<file path="src/rtl/pdm_sample_sched.sv">
// rtl/pdm_sample_sched.sv - sample FIFO, ce divider and oversampling sequencer for the PDM modulator
module pdm_sample_sched #(
    parameter int INPUT_WIDTH = 8,
    parameter int DIV_WIDTH   = 16,
    parameter int OSR_WIDTH   = 8,
    parameter int FIFO_AW     = 2
) (
    input  logic                   i_clk,
    input  logic                   i_res,
    input  logic                   i_enable,
    input  logic [DIV_WIDTH-1:0]   i_ce_div,
    input  logic [OSR_WIDTH-1:0]   i_osr,
    input  logic [INPUT_WIDTH-1:0] i_s_data,
    input  logic                   i_s_valid,
    output logic                   o_s_ready,
    output logic                   o_ce,
    output logic [INPUT_WIDTH-1:0] o_func,
    output logic                   o_mod_res,
    output logic [FIFO_AW:0]       o_level,
    output logic                   o_underrun,
    input  logic                   i_underrun_clr
);

    localparam int               DEPTH   = 1 << FIFO_AW;
    localparam logic [FIFO_AW:0] L_DEPTH = (FIFO_AW+1)'(DEPTH);

    localparam logic [1:0] ST_IDLE  = 2'd0;
    localparam logic [1:0] ST_PRIME = 2'd1;
    localparam logic [1:0] ST_RUN   = 2'd2;

    logic [1:0]             r_state;
    logic [DIV_WIDTH-1:0]   r_div_l;
    logic [OSR_WIDTH-1:0]   r_osr_l;
    logic [DIV_WIDTH-1:0]   r_div_cnt;
    logic [OSR_WIDTH-1:0]   r_smp_cnt;
    logic [INPUT_WIDTH-1:0] r_func;
    logic                   r_ce;
    logic                   r_mod_res;
    logic                   r_ready;
    logic [FIFO_AW:0]       r_level;
    logic                   r_underrun;
    logic [FIFO_AW-1:0]     r_wr_ptr;
    logic [FIFO_AW-1:0]     r_rd_ptr;
    logic [INPUT_WIDTH-1:0] r_mem [0:DEPTH-1];

    logic [1:0]             w_state_next;
    logic [DIV_WIDTH-1:0]   w_div_next;
    logic [OSR_WIDTH-1:0]   w_smp_next;
    logic [INPUT_WIDTH-1:0] w_func_next;
    logic                   w_pop_req;
    logic                   w_boundary;
    logic                   w_push;
    logic                   w_pop;
    logic                   w_underrun_set;
    logic                   w_ce_next;
    logic                   w_empty;
    logic [INPUT_WIDTH-1:0] w_head;
    logic [FIFO_AW:0]       w_level_next;

    assign w_empty        = (r_level == '0);
    assign w_head         = r_mem[r_rd_ptr];
    assign w_push         = i_s_valid && r_ready;
    assign w_pop          = w_pop_req && !w_empty;
    assign w_underrun_set = w_boundary && w_empty;
    // r_ce always mirrors "divider at terminal count while running" for the coming cycle
    assign w_ce_next      = (w_state_next == ST_RUN) && (w_div_next == r_div_l);

    // Next-state, divider, sample counter and modulator input selection
    always_comb begin
        w_state_next = r_state;
        w_div_next   = '0;
        w_smp_next   = '0;
        w_func_next  = r_func;
        w_pop_req    = 1'b0;
        w_boundary   = 1'b0;
        case (r_state)
            ST_IDLE: begin
                w_func_next = '0;
                if (i_enable) begin
                    w_state_next = ST_PRIME;
                end
            end
            ST_PRIME: begin
                if (!i_enable) begin
                    w_state_next = ST_IDLE;
                    w_func_next  = '0;
                end else if (!w_empty) begin
                    w_pop_req    = 1'b1;
                    w_func_next  = w_head;
                    w_state_next = ST_RUN;
                end
            end
            ST_RUN: begin
                if (!i_enable) begin
                    // Disable wins over a coinciding boundary so the FIFO is left untouched
                    w_state_next = ST_IDLE;
                    w_func_next  = '0;
                end else begin
                    w_div_next = (r_div_cnt == r_div_l) ? '0 : r_div_cnt + 1'b1;
                    w_smp_next = r_smp_cnt;
                    if (r_ce) begin
                        if (r_smp_cnt == r_osr_l) begin
                            w_boundary = 1'b1;
                            w_smp_next = '0;
                        end else begin
                            w_smp_next = r_smp_cnt + 1'b1;
                        end
                    end
                    if (w_boundary) begin
                        w_pop_req   = 1'b1;
                        w_func_next = w_empty ? '0 : w_head;
                    end
                end
            end
            default: begin
                w_state_next = ST_IDLE;
                w_func_next  = '0;
            end
        endcase
    end

    // FIFO occupancy after this edge; push and pop together leave it unchanged
    always_comb begin
        w_level_next = r_level;
        if (w_push && !w_pop) begin
            w_level_next = r_level + 1'b1;
        end else if (!w_push && w_pop) begin
            w_level_next = r_level - 1'b1;
        end
    end

    // FIFO storage; pointers alone define validity so the array needs no reset
    always_ff @(posedge i_clk) begin
        if (w_push) begin
            r_mem[r_wr_ptr] <= i_s_data;
        end
    end

    // Control state, counters and registered outputs
    always_ff @(posedge i_clk or posedge i_res) begin
        if (i_res) begin
            r_state    <= ST_IDLE;
            r_div_l    <= '0;
            r_osr_l    <= '0;
            r_div_cnt  <= '0;
            r_smp_cnt  <= '0;
            r_func     <= '0;
            r_ce       <= 1'b0;
            r_mod_res  <= 1'b1;
            r_ready    <= 1'b0;
            r_level    <= '0;
            r_underrun <= 1'b0;
            r_wr_ptr   <= '0;
            r_rd_ptr   <= '0;
        end else begin
            r_state   <= w_state_next;
            r_div_cnt <= w_div_next;
            r_smp_cnt <= w_smp_next;
            r_func    <= w_func_next;
            r_ce      <= w_ce_next;
            r_mod_res <= (w_state_next != ST_RUN);
            r_level   <= w_level_next;
            r_ready   <= (w_level_next < L_DEPTH);
            if (r_state == ST_IDLE && i_enable) begin
                r_div_l <= i_ce_div;
                r_osr_l <= i_osr;
            end
            if (w_push) begin
                r_wr_ptr <= r_wr_ptr + 1'b1;
            end
            if (w_pop) begin
                r_rd_ptr <= r_rd_ptr + 1'b1;
            end
            if (w_underrun_set) begin
                r_underrun <= 1'b1;
            end else if (i_underrun_clr) begin
                r_underrun <= 1'b0;
            end
        end
    end

    assign o_s_ready  = r_ready;
    assign o_ce       = r_ce;
    assign o_func     = r_func;
    assign o_mod_res  = r_mod_res;
    assign o_level    = r_level;
    assign o_underrun = r_underrun;

endmodule

</file>
<file path="config.mk">
export PLATFORM = sky130hd
export DESIGN_NAME = pdm_sample_sched
export DESIGN_NICKNAME = d
export VERILOG_FILES = /design/src/rtl/pdm_sample_sched.sv
export SDC_FILE = /design/constraint.sdc
export NUM_CORES = 1
export LEC_CHECK = 0
export ABC_AREA = 1
export BUFFER_PORTS_ARGS = -buffer_cell sky130_fd_sc_hd__buf_2
export CAP_MARGIN = 20
export CORE_AREA = 8 8 108 110
export DETAILED_ROUTE_END_ITERATION = 8
export DIE_AREA = 0 0 116 118
export GPL_ROUTABILITY_DRIVEN = 0
export PLACE_DENSITY = 0.73
export REMOVE_ABC_BUFFERS = 1
export SYNTH_ARGS = -nofsm -noshare
export SYNTH_HDL_FRONTEND = slang
export SYNTH_SLANG_ARGS = --single-unit
</file>
<file path="constraint.sdc">
create_clock -name i_clk -period 3.15 [get_ports i_clk]
set_input_delay 0.1575 -clock i_clk [delete_from_list [all_inputs] [get_ports i_clk]]
set_output_delay 0.1575 -clock i_clk [all_outputs]
set_load 0.01 [all_outputs]
</file>
-- After elaboration in Yosys (flattened, before gate mapping)
Memory sizes are Yosys's and may differ from the RTL's.
Index checks and enable logic that the tools add are counted.
- reduce and logical (&&, ||, !) cells: 14
- equality and inequality tests: 10
- multipliers: 0
- bitwise operators: 0
- mux-type cells: 35
- $lt $le $gt $ge: 1
- $add $sub $neg: 6
- shift operators: 0
- div/mod/pow operators: 0
- operators by type and width (cell ; count):
    2-to-1 mux 8 bit ; 9
    2-to-1 mux 16 bit ; 3
    == test 16 bit ; 2
    adder 16 x 1 -> 16 bit (second input constant) ; 1
    one-hot mux 8 bit (2 select lines) ; 1
    2-to-1 mux 1 bit ; 14
    inequality test 3 bit (second input constant) ; 3
    adder 8 x 1 -> 8 bit (second input constant) ; 1
    == test 8 bit ; 1
    2-to-1 mux 2 bit ; 4
    logical AND 1 bit ; 7
    2-to-1 mux 3 bit ; 2
    one-hot mux 2 bit (3 select lines) ; 1
    adder 2 x 1 -> 2 bit (second input constant) ; 2
    == test 2 bit (second input constant) ; 2
    adder 3 x 1 -> 3 bit (second input constant) ; 1
    logical NOT 1 bit ; 3
    logical NOT 3 bit ; 1
    < comparator 3 bit (second input constant) ; 1
    subtractor 3 x 1 -> 3 bit (second input constant) ; 1
    == test 2 x 1 -> 1 bit (second input constant) ; 1
    logical NOT 2 bit ; 1
    inequality test 2 bit (second input constant) ; 1
    one-hot mux 1 bit (2 select lines) ; 1
    other kinds (2) ; 2
- bits in latches: 0
- bits in registers: 69
- logic and storage cells: 80
- memories: 1
- RAM bits: 32
- bits in read-only memories: 0
- memories (memory ; words ; bits a word ; read ports ; clocked after Yosys merged registers in ; wr ports ; RTL line ; text):
    r_mem ; 4 ; 8 ; 1 ; 0 ; 1 ; 44 ; logic [INPUT_WIDTH-1:0] r_mem [0:DEPTH-1];

-- Logic depth before layout (Yosys ltp)
- depth in word-level cells: 13
- gate-level depth with buffers: 17
- mapped depth without buffers: 17

-- Least setup slack after synthesis
OpenSTA, ideal clock, no wires.
- path type: flip-flop to flip-flop
- start: reg r_level[0] (netlist: o_level[0])
- end: reg r_level[0] (netlist: o_level[0])
- cell stages (with the launch flop): 14
- path buffers: 0
- arrival: 1.714 ns
- clock period less this slack: 1.796 ns
- library setup time: 0.083 ns
- setup slack: 1.354 ns
- cell sequence: dfrtp_1 inv_1 ha_1 inv_1 nor2_1 nor2_1 nand2_1 nand2_1 nand2_1 inv_1 ha_1 inv_1 o21ai_0 o21ai_0
- word-level cells in the longest chain between the ends: 8
- elaborated cells between the ends (all ways): 13
- RTL lines (item ; RTL line ; text):
    start, declared ; 40 ; logic [FIFO_AW:0] r_level;
    start signal, assigned ; 162 ; r_level <= w_level_next;
    logical NOT 3 bit * ; 60 ; assign w_empty = (r_level == '0);
    2-to-1 mux 1 bit ; 87 ; end else if (!w_empty) begin
    2-to-1 mux 1 bit ; 84 ; if (!i_enable) begin
    one-hot mux 1 bit (2 select lines) ; 76 ; case (r_state)
    logical AND 1 bit * ; 63 ; assign w_pop = w_pop_req && !w_empty;
    net w_pop ; 53 ; logic w_pop;
    logical AND 1 bit or logical NOT 1 bit (tied branches) ; 127, 125 ;
    2-to-1 mux 3 bit or logical AND 1 bit (tied branches) ; 127, 125 ;
    2-to-1 mux 3 bit * ; 125 ; if (w_push && !w_pop) begin
Mark *: on every way through the listed nets, which the timed path passes. The rest lies on a longest branch.
A chain may end at the register's enable or synchronous reset.

-- Final worst setup path
- start: reg r_state[0]
- end: reg r_func[2] (netlist: o_func[2])
- word-level cells in the longest chain between the ends: 3
- elaborated cells between the ends (all ways): 6
- RTL lines (item ; RTL line ; text):
    start, declared ; 31 ; logic [1:0] r_state;
    start signal, assigned ; 156 ; r_state <= w_state_next;
    == test 2 bit or == test 2 x 1 -> 1 bit (tied branches) ; 76 ;
    inequality test 3 bit (no line) ; n/a ;
    AND reduction 2 bit (no line) ; n/a ;
    end signal, assigned ; 159 ; r_func <= w_func_next;
    end, declared ; 36 ; logic [INPUT_WIDTH-1:0] r_func;
Parallel ways exist; a longest one is shown, timed or not.

==> impl_metrics.json <==
{
  "clk_pin_slew_ns": 0.10,
  "worst-endpoint-arrival_ns": 2.54,
  "drc": 0,
  "combined_flip_flop_and_latch_cell_area_um2": 2690,
  "worst-r2r-setup-slack_ns": 0.90,
  "synth_top_area_frac": 0.322,
  "post_synth_main_area_contributors": "sky130_fd_sc_hd__dfrtp_1, sky130_fd_sc_hd__edfxtp_1, sky130_fd_sc_hd__nand2_1, sky130_fd_sc_hd__inv_1, sky130_fd_sc_hd__nor2_1",
  "skew_ns": 0.0106,
  "grtUsageTotal": 0.195,
  "worstSkewPairLatency_ns": 0.39,
  "grt_start_max_net_pins": 45,
  "power_per_cell_area_nw_per_um2": 701,
  "switching_power_mw": 1.70,
  "number_of_antenna_violations_at_the_first_check_in_global_routing": 0,
  "critical_path.n_buffers_inverters": 4,
  "min_path_type": "in2reg",
  "p_leak_nw": 3.03,
  "post_synth_num_cell_types": 38,
  "internal_power_mw": 2.65,
  "worst_path_max_delay_cell": "sky130_fd_sc_hd__dfrtp_1",
  "gate_count_post_synth": 646,
  "timing.setup.critical_path_class": "reg2reg",
  "finalCriticalPeriod_ns": 2.25,
  "setup_violations": 0,
  "horizontal_die_dimension_um": 116,
  "setup.worst_path.start_class": "flip-flop",
  "initial_core_util": 0.528,
  "dpl-instance-area_um2": 5650,
  "post-route-cell-area_um2": 6190,
  "clk_root_buffer_cell": "sky130_fd_sc_hd__clkbuf_8",
  "coreArea_um2": 10000,
  "slew_at_the_pin_closest_to_its_max_slew_limit_ns": 0.887,
  "multi_input_comb_area_um2": 2130,
  "drtPass1Iterations": 6,
  "syn_to_final_growth_pct": 17.3,
  "power_frac_comb": 0.336,
  "synth_top_flop_cell": "sky130_fd_sc_hd__dfrtp_1",
  "synth-seq-area-share": 0.509,
  "drt_wl_total_mm": 12.4,
  "swShare": 0.391,
  "ctsHtreeMaxLevel": 3,
  "rows": 37,
  "power.share.clock": 0.218,
  "vdd_ir_drop_max_uv": 586,
  "result_of_the_run": "completed",
  "fmax_mhz": 444,
  "clock_tree.buffer_depth": 2,
  "synth_enable_flop_cells": 32,
  "drt.antenna.violating_nets": 0,
  "layout-drive-gt1-share": 0.134,
  "grt_first_pass_wirelength_mm": 21.2,
  "synth-seq-cells": 101,
  "total_congestion_overflow": 0,
  "synth_area_per_cell_um2": 8.18,
  "netlist_area_um2": 5280,
  "yosysTopAreaCell": "sky130_fd_sc_hd__dfrtp_1",
  "antennaDiodeCount": 0,
  "clock-sinks": 101,
  "floorplan.die_area_um2": 13700,
  "floorplan.io_pins": 52,
  "power_mw": 4.34,
  "tritoncts": "done",
  "timing.max_slew.rel_slack": 0.406,
  "synth_common_cells": "sky130_fd_sc_hd__nand2_1, sky130_fd_sc_hd__inv_1, sky130_fd_sc_hd__dfrtp_1",
  "cts.repair.resized": 0,
  "critical_path.top_delay_family": "simple AND/OR/NAND/NOR gates",
  "post-synth-top-count-cell": "sky130_fd_sc_hd__nand2_1",
  "via_count_of_the_first_global_routing_pass": 4525,
  "async_reset_ff_frac": 0.683,
  "place.detailed.hpwl_mm": 8.69,
  "grt_setup_unrepaired": "no",
  "via_per_inst": 5.19,
  "critical_path_rt_ns": 3.44,
  "numCtsBuffers": 9,
  "setup_tns_ns": 0,
  "dp.cells": 822,
  "routedWlPerCell_um": 14.3,
  "numPortBuffers": 51,
  "finalMaxSlewViolations": 0,
  "stdcell_count": 870,
  "cp-end-kind": "flip-flop",
  "critPathMostFrequentCell": "sky130_fd_sc_hd__nand2_1",
  "drv.max_cap_violation_count": 0,
  "post-route-period-util": 0.715,
  "detail_route.iter0.violations": 391,
  "ys.warnings.count": 0,
  "finalHoldViolCount": 0,
  "critical_path.max_fanout": 22,
  "dieHeight_um": 118,
  "flop_pwr_share": 0.445,
  "critical-path-max-stage-delay_ns": 0.41,
  "via_count": 4516,
  "crit_chain": "inv_1 -> ha_1 -> nand2_1 -> inv_1 -> buf_4 -> nand2_1 -> nand2_1 -> inv_2 -> nand2_1 -> o31ai_1",
  "finish.net_count": 781,
  "nFillCells": 898
}
-- area by class of cell --
class / instances / share of cell area
timing repair buffer: 87 / 0.0978
multi-input combinational: 430 / 0.343
sequential: 101 / 0.434
tap: 136 / 0.0275
clock buffer: 9 / 0.0200
inverter: 100 / 0.0606
clock inverter: 7 / 0.0168
-- per-stage QoR --
step                      hold WS [ns]  utilization  worst slack (ns)
after CTS                      0.00224        0.619             0.904
after global placement           0.356        0.565              1.06
after detailed placement         0.358        0.565             0.920
after global routing            0.0157        0.619             0.628
final                          0.00640        0.619             0.898
after floorplan                  0.256            -              1.15
-- routing by layer --
metal,vias to the layer above,wire [um],GRT usage
met2,138,5790,0.304
li1,2212,-,-
met5,-,0,0
met4,0,238,0.0657
met1,2139,5600,0.253
met3,27,824,0.0539
-- cells in the final DEF (no fill, tap or decap), types with 3 or more instances in the layout --
master                          synthesis  routed
sky130_fd_sc_hd__clkbuf_8               1       9
sky130_fd_sc_hd__nand3_2                6       6
sky130_fd_sc_hd__o21ai_1                3       3
sky130_fd_sc_hd__nor3_1                 4       4
sky130_fd_sc_hd__o31ai_1                6       6
sky130_fd_sc_hd__inv_6                  0       3
sky130_fd_sc_hd__nor2_1                60      60
sky130_fd_sc_hd__a32o_1                 7       7
sky130_fd_sc_hd__nand3_1               22      22
sky130_fd_sc_hd__ha_1                  15      15
sky130_fd_sc_hd__edfxtp_1              32      32
sky130_fd_sc_hd__nand4_1               13      13
sky130_fd_sc_hd__nand2_1              209     209
sky130_fd_sc_hd__buf_4                  2       4
sky130_fd_sc_hd__inv_2                  8       9
sky130_fd_sc_hd__dlygate4sd3_1          0      32
sky130_fd_sc_hd__a21oi_1               13      13
sky130_fd_sc_hd__o21ai_0               40      40
sky130_fd_sc_hd__xor2_1                14      14
sky130_fd_sc_hd__dfrtp_1               68      68
sky130_fd_sc_hd__nor2_2                 5       5
sky130_fd_sc_hd__buf_2                  2      51
sky130_fd_sc_hd__inv_1                 91      90
-- power by group through the flow --
stage	registers [mW]	logic (mW)	clock network [mW]
floorplan	1.90	0.996	0
global placement	1.94	1.36	0
detailed placement	1.95	1.42	0
CTS	1.93	1.46	0.967
global route	1.98	1.68	1.01
finish	1.93	1.46	0.949
-- worst paths after layout --
check                            from     endpoint  cells past startpoint
min in group asynchronous       i_res  r_div_l[13]                      3
max reg2reg                r_state[0]    o_func[2]                     10
max                        r_state[0]    o_func[2]                     10
max in group asynchronous       i_res   r_div_l[9]                      4
min                          i_osr[3]   r_osr_l[3]                      3
min reg2reg                 o_func[5]    o_func[5]                      2
-- cell families (layout without fill, tap and decap cells) --
kind of cell	after synthesis	count (layout)	share of synthesized area
xor gates and xnor gates	15	15	0.0249
adders and majority gates	15	15	0.0355
AOI/OAI and AO/OA	74	74	0.0834
and+or+nand+nor	326	326	0.259
buffers and inverters	115	203	0.0883
DFF	101	101	0.509
-- worst reg2reg max path: stages, from the launching register on --
cell and delay [ns]:
sky130_fd_sc_hd__dfrtp_1 0.41, sky130_fd_sc_hd__inv_1 0.08, sky130_fd_sc_hd__ha_1 0.21, sky130_fd_sc_hd__nand2_1 0.17
sky130_fd_sc_hd__inv_1 0.10, sky130_fd_sc_hd__buf_4 0.23, sky130_fd_sc_hd__nand2_1 0.12, sky130_fd_sc_hd__nand2_1 0.06
sky130_fd_sc_hd__inv_2 0.11, sky130_fd_sc_hd__nand2_1 0.33, sky130_fd_sc_hd__o31ai_1 0.33
-- repair_timing --
action,4_1_cts,5_1_grt
buffers inserted,0,0
endpoints found under the hold margin,94,0
hold buffers,32,0
-- flip-flops by register name, indices dropped and copies added (netlist names), named ones only --
name	count
r_wr_ptr	2
r_smp_cnt	8
o_underrun	1
o_level	2
o_func	8
o_mod_res	1
r_div_cnt	16
o_ce	1
o_s_ready	1
r_osr_l	8
r_rd_ptr	2
r_div_l	16
r_mem	32
r_state	2
(Power assumes the default switching activity.)
